### src/rtl/shift_register_pkg.sv
// Shared constants for the bidirectional shift register.
// Direction encodings and the legal WIDTH bounds.
package shift_register_pkg;

    localparam logic DIR_LEFT  = 1'b0;
    localparam logic DIR_RIGHT = 1'b1;

    localparam int WIDTH_MIN = 2;
    localparam int WIDTH_MAX = 64;

endpackage

### src/rtl/shift_register.sv
// Bidirectional SISO/SIPO shift register with synchronous parallel load.
// Define SHIFT_REGISTER_ROTATE_EN to add the rot input (rotate instead of shift).
module shift_register
    import shift_register_pkg::*;
#(
    parameter int WIDTH = 8
) (
    input  logic             clk,
    input  logic             rst,
    input  logic             en,
    input  logic             dir,
    input  logic             si,
`ifdef SHIFT_REGISTER_ROTATE_EN
    input  logic             rot,
`endif
    input  logic             load,
    input  logic [WIDTH-1:0] d,
    output logic [WIDTH-1:0] q,
    output logic             so
);

    generate
        if (WIDTH < WIDTH_MIN || WIDTH > WIDTH_MAX) begin : g_width_check
            $error("shift_register: WIDTH %0d outside %0d..%0d",
                   WIDTH, WIDTH_MIN, WIDTH_MAX);
        end
    endgenerate

    function automatic logic [WIDTH-1:0] shift_next(
        input logic [WIDTH-1:0] value,
        input logic             towards,
        input logic             fill
    );
        if (towards == DIR_LEFT)
            return {value[WIDTH-2:0], fill};
        else
            return {fill, value[WIDTH-1:1]};
    endfunction

    // A rotate feeds back exactly the bit a shift would discard, which is so.
    logic fill;

`ifdef SHIFT_REGISTER_ROTATE_EN
    assign fill = rot ? so : si;
`else
    assign fill = si;
`endif

    assign so = (dir == DIR_LEFT) ? q[WIDTH-1] : q[0];

    always_ff @(posedge clk) begin
        if (rst)
            q <= '0;
        else if (load)
            q <= d;
        else if (en)
            q <= shift_next(q, dir, fill);
    end

endmodule

### config.mk
export PLATFORM = sky130hd
export DESIGN_NAME = shift_register
export DESIGN_NICKNAME = d
export VERILOG_FILES = /design/src/rtl/shift_register_pkg.sv /design/src/rtl/shift_register.sv
export SDC_FILE = /design/constraint.sdc
export NUM_CORES = 1
export LEC_CHECK = 0
export BUFFER_PORTS_ARGS = -buffer_cell sky130_fd_sc_hd__buf_2
export CAP_MARGIN = 20
export CORE_AREA = 2 2 39 41
export CTS_CLUSTER_SIZE = 8
export DETAILED_ROUTE_END_ITERATION = 8
export DIE_AREA = 0 0 41 43
export PLACE_DENSITY = 0.66
export SETUP_SLACK_MARGIN = 0.15
export SYNTH_ARGS = -nofsm -noshare
export SYNTH_HDL_FRONTEND = slang
export SYNTH_SLANG_ARGS = --single-unit
### constraint.sdc
create_clock -name clk -period 1.25 [get_ports clk]
set_input_delay 0.0625 -clock clk [delete_from_list [all_inputs] [get_ports clk]]
set_output_delay 0.0625 -clock clk [all_outputs]
set_load 0.05 [all_outputs]
# --- After elaboration in Yosys (flattened, before gate mapping) ---
# Cells that the tools add are included.
op_classes:
  reduce_logical: 1
  mul: 0
  eq_ne: 0
  div_mod_pow: 0
  bitwise: 0
  addsub: 0
  order_cmp: 0
  n_shift: 0
  muxes: 4
op_table:
  columns: ["cell", "n"]
  rows:
  - ["8-bit two-way mux", 3]
  - ["2-bit nonzero test", 1]
  - ["1-bit two-way mux", 1]
totals:
  rom_bits: 0
  inputBits: 14
  register_bits: 8
  n_memories: 0
  ram_bits: 0
  latchBits: 0
  out_inout_bits: 9

# --- Depth between registers and ports, before layout ---
# Gate-level depths: netlist (run 1).
depth:
  ltp_word: 3
  depth_mapped: 3
  ltp_nobuf: 2

# --- Worst setup path before layout (run 1) ---
# OpenSTA, ideal clock, no wires.
synth_path:
  path_type: "register to register"
  startpoint: "reg q[3] (netlist name)"
  endpoint: "reg q[3]"
  path_slack_ns: -0.157
  arrival_ns: 1.324
  setup_time_ns: 0.082
  period_less_slack_ns: 1.407
  n_path_buf: 0
  path_stages_with_launch: 3
  cell_sequence: "dfxtp_1 or4b_2 o221ai_1"
synth_lines:
  columns: ["item", "line", "rtl"]
  rows:
  - ["end signal, assigned", "shift_register.sv:57", "q <= shift_next(q, dir, fill);"]
  - ["end, declared", "shift_register.sv:18", "output logic [WIDTH-1:0] q,"]

# --- Worst setup path after layout (run 1) ---
layout_path:
  startpoint: "reg q[0]"
  endpoint: "out so"
layout_via:
  elab_chain_cells: 1
layout_lines:
  columns: ["item", "line", "rtl"]
  rows:
  - ["1-bit two-way mux", "shift_register.sv:49", "assign so = (dir == DIR_LEFT) ? q[WIDTH-1] : q[0];"]
  - ["end, declared", "shift_register.sv:19", "output logic so"]
# Every way passes these cells.

==> results, run 1 <==
- Input and output buffers added on the ports amount to 22.
- The clock skew is 0.001836 ns.
- The worst-skew pair later-pin latency is 0.25 ns.
- The number of max-slew violations in the final report is 0.
- After the last flow step, the layout net total stands at 84.
- The depth of the CTS H-tree is 1.
- The slowest stage cell on the critical path is dfxtp_4.
- Synthesis inferred 8 register bits.
- The cell type with the highest aggregate area in the netlist is dfxtp_1.
- The post-synth net total is 60.
- The capture instance of the worst register-to-register path is q[5].
- The capturing element type of the critical path is an output pin.
- The clock group share of total power is 0.317.
- For this design the top-level I/O count stands at 23.
- Counting flops with an async set or reset pin after synthesis yields a share of 0.
- The family with the most delay on the worst path is flip-flops.
- The number of vias per cell is 5.435.
- The number of hold-slack violations in the final timing report came to 0.
- The residual overflow from global routing is 0.
- The source of the critical timing path is q[0].
- The number of sinks driven by the clock tree is 8.
- The antenna diode count is 0.
- Detailed routing inserted a total of 462 vias.
- The final estimated routing congestion in global placement is 0.6778.
- For the final routed database, the setup TNS stands at 0 ns.
- By area the synthesized netlist is led by dfxtp_1 (32%), mux2i_1 (16%), o221ai_1 (8.9%).
- The register name with the most flops is q.
- For this run, the total global-route usage over all layers was measured as 0.1467.
- The post-synthesis average cell area is 10.72 um^2.
- The critical path buffer and inverter count is 1.
- The post-route fraction of the period consumed by the critical path is 0.8705.
- After detailed routing, the average wire length per cell comes to 13.61 um.
- Data on the critical path is required at its endpoint by 1.19 ns.
- Synthesis handed over a netlist of 46 instances.
- After layout, the minimum clock period comes to 1.088 ns.
- The busiest layer in global routing is met1.
- The share of synthesized area in the top cell type comes to 0.3249.
- The first global-routing pass estimated 1.794 mm of wire.
- For the pin with the worst max-slew slack, the measured transition is 0.3533 ns.
- The worst setup path is of the reg -> out kind.
- The CTS tree is yes.
- The length of the first detailed-routing pass in iterations is 2.
- Measured against its own limit, the worst slew margin works out to 0.7645.
- The switching share of power is 0.3458.
- The proportion of power drawn by combinational gates is 0.277.
- The buffer cell driving the clock tree root is clkbuf_4.
- The count of endpoints failing setup in the final report is 0.
- In this run the critical register-to-register path is launched from q[5].
- The number of flip-flops under the largest register name is 8.
- The number of global-route vias before repair is 383.
- The area growth from synthesis to layout is 36.80%.
- Entering global routing, the biggest net connects 18 pins.
- The tightest hold margin is 0.06770 ns.
- Cell internal power was estimated by the tool at 0.4633 mW.
- For this run, global-route usage on met3 was measured as 0.03141.
- In this design, the stage delay of the slowest critical-path cell is 0.35 ns.
- The register area share after synthesis is 0.3249.
- The number of antenna violations at the first check in global routing was 0.
- The number of synthesized flops with an enable pin is 0.
- The type of the most critical hold path is in -> reg.
- In this run the worst path has a maximum fanout of 4.
- In the final layout, the registers with the most flip-flops are q x8.
- In this run the static leakage power is 0.2983 nW.
- The distinct cell type count after synthesis is 13.
- For this run, global-route usage on met1 was measured as 0.2290.
- In this run the standard cell core region covers 1384 um^2.
- The detailed-route DRC error count is 0.
- The chip width is 41 um.
- For this block, the initial DRC count from the detailed router was 13.
- Clock-pin slew was measured on the worst setup and hold paths at 0.06 ns.
- The number of cells on the critical path is 2.
- The worst setup path endpoint is so.
- The power density of the placed cells is 1050 nW/um^2.
- Derived from the worst setup path, the maximum achievable clock frequency is 0.9190 GHz.
- Wires add up to 1.157 mm.
- The run finished with clean final reports.
- The number of setup buffers added after CTS is 0.
- The count of yosys warnings during synthesis is 0.
- The count of maximum capacitance violations is 0.
- From bottom edge to top edge, the die measures 43 um.
- The worst setup path is launched from a flop.
- Setup repair after global routing could not meet its margin everywhere.
- The share of final-layout standard cells stronger than drive strength 1 is 0.6232.
- The detail route stage leaves a number of antenna-violating nets equal to 0.
- The die covers 1763 um^2.
- In this run the core area contains 14 standard-cell rows.
- The worst-case IR drop observed on VDD is 0.3872 mV.
- The length in cells of the worst reg-to-reg path is 2.
- Traced cell by cell, the critical path runs through mux2_2 > buf_6.
- In this run the deepest clock path goes through 2 buffers.
- For this run, global-route usage on met2 was measured as 0.1875.
- The dominant register cell in the synthesized netlist is dfxtp_1.
- The setup slack of the worst register-to-register path is 0.29 ns.
- The power share of the sequential group is 0.406.
- The number of buffers created by CTS is 3.
- The cell area that synthesis handed to floorplanning was 493.0 um^2.
- The number of hold buffers added after CTS is 0.
- In this run the power spent charging and discharging nets is 0.2448 mW.
- Sorting the synthesized cells by how often they occur yields dfxtp_1 (8), mux2i_1 (8), nand2_1 (7).
- At the worst endpoint, the arrival time is 1.03 ns.
- The initial utilization of the core area, before any placement, comes to 0.3562.
-- layout by cell type (no fill, tap or decap) --
master and n:
buf_6 1, o221ai_2 3, nand2_1 7, clkbuf_4 3, buf_4 1, clkbuf_1 1, mux2_2 1, nand3b_1 1
o211ai_2 1, buf_2 21, or3b_1 1, mux2i_1 8, or4b_4 4, dfxtp_2 3, dfxtp_4 5, o221ai_1 4
or4b_1 4
-- metal layers --
metal	part of all wire	wire [um]	vias up
met4	0.0078	9	0
met2	0.45	519	13
met5	0	0	-
met3	0.069	80	2
li1	-	-	232
met1	0.47	548	215
-- how the worst min path moves through the flow --
stage | startpoint | endpoint | slack (ns) | depth (start not counted)
floorplan | d[6] | q[6] | 0.23 | 2
global placement | d[6] | q[6] | 0.33 | 3
detailed placement | d[6] | q[6] | 0.33 | 3
CTS | d[6] | q[6] | 0.07 | 3
global route | d[6] | q[6] | 0.1 | 3
finish | d[6] | q[6] | 0.07 | 3
-- power by group through the flow --
stage               Clock, mW  Combinational (mW)  Sequential, mW
detailed placement          0               0.190           0.294
CTS                     0.228               0.195           0.288
floorplan                   0              0.0807           0.350
global placement            0               0.189           0.294
finish                  0.224               0.196           0.287
global route            0.240               0.210           0.291
-- final cells by class --
class,instances,area [um^2]
Sequential cell,8,182.7
Tap cell,16,20.02
Timing Repair Buffer,23,123.9
Multi-Input combinational cell,34,321.6
Fill cell,144,709.4
Clock buffer,4,26.28
-- logic make-up (layout without fill, tap and decap cells) --
kind of cell / after synthesis / in the layout / synth area share
compound gates: 8 / 8 / 0.1751
buf+inv: 4 / 27 / 0.06599
flops: 8 / 8 / 0.3249
mux: 9 / 9 / 0.1853
simple gates: 17 / 17 / 0.2488
-- worst min-delay path, cell delays in order --
cell and delay (ns):
buf_2 0.08, nand3b_1 0.08, o211ai_2 0.07
-- metrics by stage --
stage                     cells  utilization  power, mW  setup slack, ns  cell area, um^2
final                        85       0.4873     0.7081           0.1619            674.4
after global routing         85       0.4873     0.7411           0.1310            674.4
after CTS                    85       0.4801     0.7104           0.1525            664.4
after detailed placement     81       0.4566     0.4839           0.1247            631.9
after global placement       81       0.4566     0.4826           0.1410            631.9
after floorplan              46            -     0.4307         0.003997            526.8
-- timing repair --
item	CTS	global route
setup endpoints to repair	1	2
hold endpoints to repair	0	0
resized for setup	2	2
(Power assumes the default switching activity.)
==> run 2: changes to the inputs <==
--- a/config.mk
+++ b/config.mk
@@ -7,10 +7,10 @@
 export LEC_CHECK = 0
 export BUFFER_PORTS_ARGS = -buffer_cell sky130_fd_sc_hd__buf_2
 export CAP_MARGIN = 20
-export CORE_AREA = 2 2 39 41
+export CORE_AREA = 8 8 45 47
 export CTS_CLUSTER_SIZE = 8
 export DETAILED_ROUTE_END_ITERATION = 8
-export DIE_AREA = 0 0 41 43
+export DIE_AREA = 0 0 53 55
 export PLACE_DENSITY = 0.66
 export SETUP_SLACK_MARGIN = 0.15
 export SYNTH_ARGS = -nofsm -noshare
==> results, run 2 (synthesis results as in run 1) <==
- The number of global-route vias before repair was 504.
- Setup repair after global routing could not meet its margin everywhere.
- The largest registers in the layout are q x8.
- Dividing total power by cell area gives a power density of 1028 nW/um^2.
- The highest layer used for signal routing is met4.
- The final period demand of the worst path is 1.099 ns.
- The cell family contributing the most delay on the critical path is flip-flops.
- The via total after detailed routing is 492.
- The number of max-slew violations in the final report is 0.
- The post-route fraction of the period consumed by the critical path is 0.8789.
- The signal on the critical path passes through mux2_4 > buf_8.
- The pre-CTS setup slack is 0.1223 ns.
- Of the cells placed in the final design, the portion with a size suffix greater than 1 is 0.6389.
- The post-layout utilization of the core is 0.5090.
- The detail route stage leaves a number of antenna-violating nets equal to 0.
- The post-detailed-route wirelength per cell is 16.20 um.
- The antenna diode count is 0.
- Of all nets on the critical path, the largest fanout is 4.
- The signed area change from the synthesized netlist to the final layout is 42.89%.
- The capturing element type of the critical path is an output pin.
- The number of vias per cell is 5.591.
- In the final design database the tool counted 87 nets.
- At the end of routability-driven placement, the weighted congestion stood at 0.7258.
- The analysis attributes to cell leakage a power of 0.3178 nW.
- In the layout the commonest cells are buf_2 (21), mux2i_1 (8), nand2_1 (7), dfxtp_4 (5).
- TritonCTS built the clock tree.
- The share of total power dissipated in combinational logic is 0.294.
- The critical path data arrival time is 1.04 ns.
- The worst-skew pair later-pin latency is 0.26 ns.
- Internal power comes to 0.4739 mW.
- After detailed routing, the number of remaining DRC violations is 0.
- After floorplanning, the core was sized to cover 1384 um^2.
- Hold repair after CTS inserted 0 buffers.
- VDD sags by at most 0.5083 mV.
- The clock skew is 0.005229 ns.
- The number of placed instances, taps included, is 82.
- 23 I/O pins were placed.
- For this run, the slowest stage of the critical path takes 0.35 ns.
- For this block, wires on met1 add up to 652 um.
- The run finished with clean final reports.
- The first detailed-routing pass ran for 4 iterations.
- The die is 53 um wide.
- The maximum number of pins on one net before global-route repair is 18.
- The slowest stage cell on the critical path is dfxtp_4.
- For this design the total switching power over the nets is 0.2503 mW.
- In the final timing run, aggregate negative setup slack is 0 ns.
- Wire segments on met3 add up to 112 um in the final route.
- The register with the most flip-flops in the layout has 8 of them.
- CTS built an H-tree with a depth of 1.
- The number of buffers created by CTS is 3.
- Setup slack closes at 0.1514 ns.
- The initial cell density of the core is 0.3562.
- The number of antenna violations at the first check in global routing is 0.
- The number of port buffers is 22.
- Of the total power, the share spent switching nets is 0.3456.
- Hold is met by 0.07754 ns.
- The number of hold-slack violations in the final timing report was 0.
- The number of buffers and inverters on the critical path is 1.
- The maximum number of buffers from clock root to sink is 2.
- The commonest non-fill, non-tap cell in the layout is buf_2.
- The finished layout holds 88 standard cells, fillers aside.
- The count of endpoints failing setup in the final report is 0.
- The number of fill cells in the layout is 134.
- Row generation in the floorplan step produced 14 rows.
- The clock drives 8 sinks.
- The worst hold path belongs to the class in -> reg.
- The met2 layer wire length in the routed design is 650 um.
- More flip-flops sit in one register than any other, and that register is q.
- The total global routing track utilization is 0.1085.
- The maximum achievable frequency is 0.9103 GHz.
- The worst max-slew margin expressed relative to the limit is 0.7713.
- For this run the aggregate overflow at the end of global routing stands at 0.
- The clock group share of total power is 0.309.
- STA classifies the critical path startpoint as a flop.
- The die area is 2915 um^2.
- Clock-pin slew was measured on the worst setup and hold paths at 0.06 ns.
- The first routing iteration left 10 violations.
- The required time at the endpoint of the critical path is 1.19 ns.
- Of the total power, registers draw 0.397.
- The sum of routed wire length over all layers is 1.426 mm.
- The height of the die is 55 um.
- The category of the critical setup timing path is reg -> out.
- The buffer cell driving the clock tree root is clkbuf_4.
- The first global-routing pass estimated 2.304 mm of wire.
- Max-cap violations in this run came to 0.
- The slew at the pin closest to its max-slew limit is 0.3430 ns.
## run 2: cell types whose count changed in the layout (fill, tap and decap cells not counted), sizes merged
cell	before	now
buf	23	26
## run 2: path summary, 6_finish.rpt
check / depth (start not counted) / to / start / slack (ns)
hold / removal: 3 / q[6] / d[6] / 0.08
setup / recovery: 2 / so / q[7] / 0.15
hold reg to reg: 2 / q[6] / q[5] / 0.59
setup reg to reg: 2 / q[7] / q[7] / 0.28
## run 2: area by class of cell
type	count	area, um^2	share of cell area
multi-input cells	34	325.3	0.4618
flip-flops and latches	8	182.7	0.2593
repair buffers	26	150.1	0.2131
clock buffers	4	26.28	0.03730
well taps	16	20.02	0.02842
## run 2: what timing repair did
| item | in CTS | in global routing |
|---|---|---|
| endpoints found under the hold margin | 0 | 0 |
| resized for setup | 4 | 2 |
| setup buffers | 2 | 0 |
| setup endpoints to repair | 2 | 2 |
## run 2: layer usage
layer  GRT usage  up-vias
met3     0.04545        2
met2      0.1602       16
met4     0.07759        0
li1            -      240
met1      0.1240      234
met5           0        -
## run 2: worst min-delay path, cell delays in order
cell      delay [ns]
buf_2           0.08
nand3b_1        0.08
o211ai_2        0.08
## run 2: power by group through the flow
stage	sequential [mW]	combinational (mW)	clock, mW
5_1_grt	0.292	0.227	0.247
4_1_cts	0.288	0.212	0.227
3_5_place_dp	0.295	0.195	0
2_1_floorplan	0.350	0.0807	0
6_report	0.288	0.213	0.224
3_3_place_gp	0.294	0.193	0
## run 2: metrics by stage
stage / total power, mW / area, um^2
4_1_cts: 0.7269 / 694.4
2_1_floorplan: 0.4307 / 526.8
3_5_place_dp: 0.4901 / 639.4
3_3_place_gp: 0.4861 / 639.4
5_1_grt: 0.7660 / 704.4
6_report: 0.7242 / 704.4
